==> src/rtl/tx_packet_arbiter.sv <==
// ---------------------------------------------------------------------------
// tx_packet_arbiter
//
// Purpose:
//   Shares one uart_tx between two byte-stream requesters. Ownership is
//   granted per packet, round-robin between the requesters. Each accepted
//   byte is loaded into tx_byte and started with a single-cycle tx_en. The
//   arbiter then follows tx_busy through one full frame before it fetches
//   the next byte. When APPEND_CSUM is set, an XOR checksum byte is sent
//   after the last payload byte of each packet.
//
// Parameters:
//   APPEND_CSUM  1: send an XOR checksum byte after each packet, 0: do not
//
// Ports:
//   clk                     single clock, rising edge
//   rst                     synchronous active-high reset
//   req0_valid/req1_valid   requester byte valid
//   req0_data/req1_data     requester byte
//   req0_last/req1_last     byte is the final payload byte of the packet
//   req0_ready/req1_ready   byte accepted when valid & ready
//   tx_byte                 byte to uart_tx, stable from tx_en until next load
//   tx_en                   registered single-cycle start strobe to uart_tx
//   tx_busy                 uart_tx busy, rises one cycle after tx_en
//   grant                   one-hot packet owner (bit0 = req0), 00 when idle
//   pkt_done                one-cycle pulse when a packet has fully left uart_tx
//
// States:
//   state   | meaning
//   IDLE    | no owner; grant when uart_tx is free and someone is valid
//   FETCH   | owner's ready is high; wait for its byte
//   WAIT_HI | byte started; wait for uart_tx to report busy
//   WAIT_LO | frame in flight; wait for uart_tx to go idle
//   CSUM    | start the checksum byte of the finished packet
// ---------------------------------------------------------------------------
module tx_packet_arbiter #(
  parameter int APPEND_CSUM = 1
) (
  input  logic       clk,
  input  logic       rst,
  input  logic       req0_valid,
  input  logic [7:0] req0_data,
  input  logic       req0_last,
  output logic       req0_ready,
  input  logic       req1_valid,
  input  logic [7:0] req1_data,
  input  logic       req1_last,
  output logic       req1_ready,
  output logic [7:0] tx_byte,
  output logic       tx_en,
  input  logic       tx_busy,
  output logic [1:0] grant,
  output logic       pkt_done
);

  localparam logic C_APPEND = (APPEND_CSUM != 0);

  typedef enum logic [2:0] {
    IDLE    = 3'd0,
    FETCH   = 3'd1,
    WAIT_HI = 3'd2,
    WAIT_LO = 3'd3,
    CSUM    = 3'd4
  } state_t;

  state_t     r_state,     w_state_nxt;
  logic [1:0] r_grant,     w_grant_nxt;
  logic       r_ptr,       w_ptr_nxt;       // 0: req0 has priority, 1: req1
  logic [7:0] r_csum,      w_csum_nxt;
  logic       r_last,      w_last_nxt;
  logic       r_csum_sent, w_csum_sent_nxt;
  logic [7:0] r_tx_byte,   w_tx_byte_nxt;
  logic       r_tx_en,     w_tx_en_nxt;
  logic       r_pkt_done,  w_pkt_done_nxt;

  logic       w_pick0;
  logic       w_pick1;
  logic       w_sel_valid;
  logic [7:0] w_sel_data;
  logic       w_sel_last;
  logic       w_in_fetch;
  logic       w_hs;

  // A lone requester always wins; the pointer only breaks ties.
  assign w_pick0 = req0_valid & (~req1_valid | ~r_ptr);
  assign w_pick1 = req1_valid & ~w_pick0;

  // Owner's byte stream, selected by the held grant.
  assign w_sel_valid = r_grant[1] ? req1_valid : (r_grant[0] & req0_valid);
  assign w_sel_data  = r_grant[1] ? req1_data  : req0_data;
  assign w_sel_last  = r_grant[1] ? req1_last  : req0_last;

  assign w_in_fetch = (r_state == FETCH);
  assign w_hs       = w_in_fetch & w_sel_valid;

  assign req0_ready = w_in_fetch & r_grant[0];
  assign req1_ready = w_in_fetch & r_grant[1];

  assign tx_byte  = r_tx_byte;
  assign tx_en    = r_tx_en;
  assign grant    = r_grant;
  assign pkt_done = r_pkt_done;

  always_ff @(posedge clk) begin
    if (rst) begin
      r_state     <= IDLE;
      r_grant     <= 2'b00;
      r_ptr       <= 1'b0;
      r_csum      <= 8'h00;
      r_last      <= 1'b0;
      r_csum_sent <= 1'b0;
      r_tx_byte   <= 8'h00;
      r_tx_en     <= 1'b0;
      r_pkt_done  <= 1'b0;
    end else begin
      r_state     <= w_state_nxt;
      r_grant     <= w_grant_nxt;
      r_ptr       <= w_ptr_nxt;
      r_csum      <= w_csum_nxt;
      r_last      <= w_last_nxt;
      r_csum_sent <= w_csum_sent_nxt;
      r_tx_byte   <= w_tx_byte_nxt;
      r_tx_en     <= w_tx_en_nxt;
      r_pkt_done  <= w_pkt_done_nxt;
    end
  end

  always_comb begin
    w_state_nxt     = r_state;
    w_grant_nxt     = r_grant;
    w_ptr_nxt       = r_ptr;
    w_csum_nxt      = r_csum;
    w_last_nxt      = r_last;
    w_csum_sent_nxt = r_csum_sent;
    w_tx_byte_nxt   = r_tx_byte;
    w_tx_en_nxt     = 1'b0;
    w_pkt_done_nxt  = 1'b0;

    case (r_state)
      IDLE: begin
        // uart_tx is not reset with us, so a frame may still be in flight.
        if (!tx_busy && (req0_valid || req1_valid)) begin
          w_grant_nxt     = {w_pick1, w_pick0};
          w_csum_nxt      = 8'h00;
          w_csum_sent_nxt = 1'b0;
          w_last_nxt      = 1'b0;
          w_state_nxt     = FETCH;
        end
      end

      FETCH: begin
        if (w_hs) begin
          w_tx_byte_nxt = w_sel_data;
          w_csum_nxt    = r_csum ^ w_sel_data;
          w_last_nxt    = w_sel_last;
          w_tx_en_nxt   = 1'b1;
          w_state_nxt   = WAIT_HI;
        end
      end

      WAIT_HI: begin
        if (tx_busy) begin
          w_state_nxt = WAIT_LO;
        end
      end

      WAIT_LO: begin
        if (!tx_busy) begin
          if (!r_last) begin
            w_state_nxt = FETCH;
          end else if (C_APPEND && !r_csum_sent) begin
            w_state_nxt = CSUM;
          end else begin
            w_pkt_done_nxt = 1'b1;
            w_grant_nxt    = 2'b00;
            // Hand priority to whoever did not just finish.
            w_ptr_nxt      = r_grant[0];
            w_state_nxt    = IDLE;
          end
        end
      end

      CSUM: begin
        w_tx_byte_nxt   = r_csum;
        w_tx_en_nxt     = 1'b1;
        w_csum_sent_nxt = 1'b1;
        w_state_nxt     = WAIT_HI;
      end

      default: begin
        w_state_nxt = IDLE;
        w_grant_nxt = 2'b00;
      end
    endcase
  end

endmodule

==> config.mk <==
export PLATFORM = sky130hd
export DESIGN_NAME = tx_packet_arbiter
export DESIGN_NICKNAME = d
export VERILOG_FILES = /design/src/rtl/tx_packet_arbiter.sv
export SDC_FILE = /design/constraint.sdc
export NUM_CORES = 1
export LEC_CHECK = 0
export CAP_MARGIN = 20
export CORE_MARGIN = 2
export CORE_UTILIZATION = 38
export DETAILED_ROUTE_END_ITERATION = 10
export DONT_BUFFER_PORTS = 1
export PLACE_DENSITY = 0.61
export SYNTH_ARGS = -nofsm -noshare
export SYNTH_HDL_FRONTEND = slang
export SYNTH_SLANG_ARGS = --single-unit
==> constraint.sdc <==
create_clock -name clk -period 4.6 [get_ports clk]
set_clock_uncertainty 0.05 [all_clocks]
set_input_delay 0.92 -clock clk [delete_from_list [all_inputs] [get_ports clk]]
set_output_delay 0.92 -clock clk [all_outputs]
set_load 0.01 [all_outputs]
==> out/metrics.yaml <==
status:
  status: "finished clean"
global_routing:
  grt_use_total: 0.1444
  grt_pass1_wl_um: 4574
  grt_pass1_vias: 964
  antenna_found_initial: 0
  grt_overflow: 0
  grt_max_degree: 18
synth:
  syn_nets: 178
  syn_area_um2: 1297
  synth_ff_type: "dfxtp_1"
  syn-instance-count: 155
  yosysSeqAreaShare: 0.4012
  async_reset_ff_frac: 0
  yosysWarnings: 0
  synth.distinct_cells: 33
  ys_ff_latch: 26
  avgSynthCellArea_um2: 8.371
  synth_edf_count: 0
final_layout:
  syn_to_final_growth_pct: 3.568
  register_area_um2: 520.5
  multi_input_area_um2: 714.4
  drive_above_1_share: 0.06623
  fillers: 369
  diodes: 0
  finish.net_count: 175
power:
  power_density_nw_per_um2: 299.0
  leakage_uw: 0.0004340
  peakVddDrop_v: 0.0001026
sta:
  period_share: 0.5378
  min_period_ps: 2474
  worst_slew_pin_slew_ps: 1030
  rsz0062_at_grt: "no"
  hold_viol: 0
  slew_headroom: 0.3119
  setup_viol: 0
  finalWorstSetupSlack_ps: 2126
  maxSlewViolCount: 0
  final.setup.tns_ps: 0
  max_freq_mhz: 404.2
floorplanning:
  fp.dieArea_um2: 3898
  rows: 21
  design.core.area_um2: 3311
  fp.dieW_um: 62.44
  pin_count: 37
  die_h_um: 62.44
  initial_core_util: 0.3919
clock_network:
  cts_max_level: 1
  cts_sinks: 26
  clk_path_buf_depth: 2
  post_cts_buffers: 0
  post_cts_resized: 0
  clock_latency_ps: 330
  clk_pin_slew_worst_paths_ps: 140
  cts_tree: "done"
  cts_root_buf: "clkbuf_4"
  cts_made_buffers: 3
  hold_buffers: 0
critical_path:
  rr_endpoint: "tx_byte[7]$_SDFFE_PP0P_"
  crit_arrival_ps: 1500
  crit_start: "r_state[2]$_SDFFE_PP0P_"
  worstSetupEndpointType: "output port"
  criticalPathCategory: "register to output port"
  crit_path_start_kind: "register"
  r2r_slack_ps: 2330
  crit_fanout: 15
  endpoint: "req0_ready"
  rr_startpoint: "grant[1]$_SDFFE_PP0P_"
  rr_worst_depth: 4
  crit_required_ps: 3630
route:
  drt_pre_antenna_iters: 4
  vias_per_cell: 5.487
  antenna_left: 0
  drt_iter0_markers: 43
  vias: 1081
  drc_errors: 0
  wl_per_cell_um: 13.63
  drt-total-wl_um: 2686
placement:
  place.gp.congestion: 0.8070
  numPortBuffers: 0
  pre_cts_slack_ps: 2307
  dp_hpwl_um: 1919
flow_run:
  drv_cap: 0
min_path:
  hold_depth: 2
  hold_path.class: "register to register"
-- through the flow --
step | hold slack (ps) | total power, uW | area, um2 | utilization | cells
final | 427.2 | 401.8 | 1344 | 0.4059 | 197
after global routing | 468.1 | 423.0 | 1344 | 0.4059 | 197
after CTS | 434.3 | 405.5 | 1344 | 0.4059 | 197
after detailed placement | 409.2 | 288.4 | 1308 | 0.3949 | 193
after global placement | 399.7 | 287.1 | 1308 | 0.3949 | 193
after floorplan | 382.6 | 283.8 | 1297 | - | 155
-- cell families (layout without fill, tap and decap cells) --
| family | count (synthesis) | in the layout | share of synthesized area |
|---|---|---|---|
| compound gates | 48 | 48 | 0.2353 |
| buf+inv | 12 | 8 | 0.04821 |
| flops | 26 | 26 | 0.4012 |
| mux | 12 | 12 | 0.09354 |
| simple gates | 57 | 57 | 0.2218 |
-- cells in the mapped netlist (2+ instances only) --
cell	n	area, um2
nor3_1	3	15.01
a21oi_1	10	50.05
nor3b_1	2	15.01
nand2_1	15	56.30
nand3b_1	2	15.01
mux2i_1	11	110.1
inv_1	4	15.01
nand3_1	3	15.01
buf_2	2	10.01
o21ai_0	17	85.08
dfxtp_1	26	520.5
clkbuf_1	3	11.26
a21o_1	9	67.56
nand2b_1	3	18.77
buf_6	2	22.52
nor2_1	14	52.55
a21oi_2	2	17.52
or3_1	10	62.56
a211oi_1	3	22.52
-- layout by cell type (no fill, tap or decap), types with 2 or more instances in the layout --
| cell type | synthesis | final |
|---|---|---|
| a211oi_1 | 3 | 3 |
| a21o_1 | 9 | 9 |
| a21oi_1 | 10 | 10 |
| a21oi_2 | 2 | 2 |
| clkbuf_4 | 0 | 3 |
| dfxtp_1 | 26 | 26 |
| inv_1 | 4 | 4 |
| mux2i_1 | 11 | 11 |
| nand2_1 | 15 | 15 |
| nand2b_1 | 3 | 3 |
| nand3_1 | 3 | 3 |
| nand3b_1 | 2 | 2 |
| nor2_1 | 14 | 14 |
| nor3_1 | 3 | 3 |
| nor3b_1 | 2 | 2 |
| o21ai_0 | 17 | 17 |
| or3_1 | 10 | 10 |
-- cell type report --
type	instances	area share
clock buffer	4	0.02700
tap	46	0.04283
inverter	4	0.01117
sequential	26	0.3873
multi-input combinational	117	0.5317
-- worst min path at each step --
| stage | start | end |
|---|---|---|
| 5_1_grt | r_csum[3]$_SDFFE_PP0P_ | tx_byte[3]$_SDFFE_PP0P_ |
| 3_5_place_dp | r_csum[1]$_SDFFE_PP0P_ | tx_byte[1]$_SDFFE_PP0P_ |
| 4_1_cts | r_csum[3]$_SDFFE_PP0P_ | tx_byte[3]$_SDFFE_PP0P_ |
| 6_report | r_csum[3]$_SDFFE_PP0P_ | tx_byte[3]$_SDFFE_PP0P_ |
| 2_1_floorplan | r_csum_sent$_SDFFE_PP0P_ | r_state[2]$_SDFFE_PP0P_ |
| 3_3_place_gp | r_csum[1]$_SDFFE_PP0P_ | tx_byte[1]$_SDFFE_PP0P_ |
-- worst max-delay path, stage by stage, from the launching register on --
cell	delay (ps)
dfxtp_1	480
or3b_4	490
nor2_1	200
-- report_power, final --
part	internal, uW	switching [uW]	total (uW)
clock network	48.5	69.9	118
logic	19.6	23.2	42.8
registers	230	10.3	241
-- routing by layer --
| layer | vias up | track usage | routed length (um) |
|---|---|---|---|
| li1 | 544 | - | - |
| met1 | 497 | 0.1907 | 1223 |
| met5 | - | 0 | 0 |
| met4 | 0 | 0.05833 | 46 |
| met2 | 35 | 0.2218 | 1226 |
| met3 | 5 | 0.04144 | 189 |
-- flip-flops by register name, summed over array words and instances (netlist names) --
signal	cells
tx_byte	8
r_csum	8
r_ptr	1
tx_en	1
r_last	1
r_csum_sent	1
pkt_done	1
r_state	3
grant	2
No activity file was read; power rests on OpenSTA's default activity.
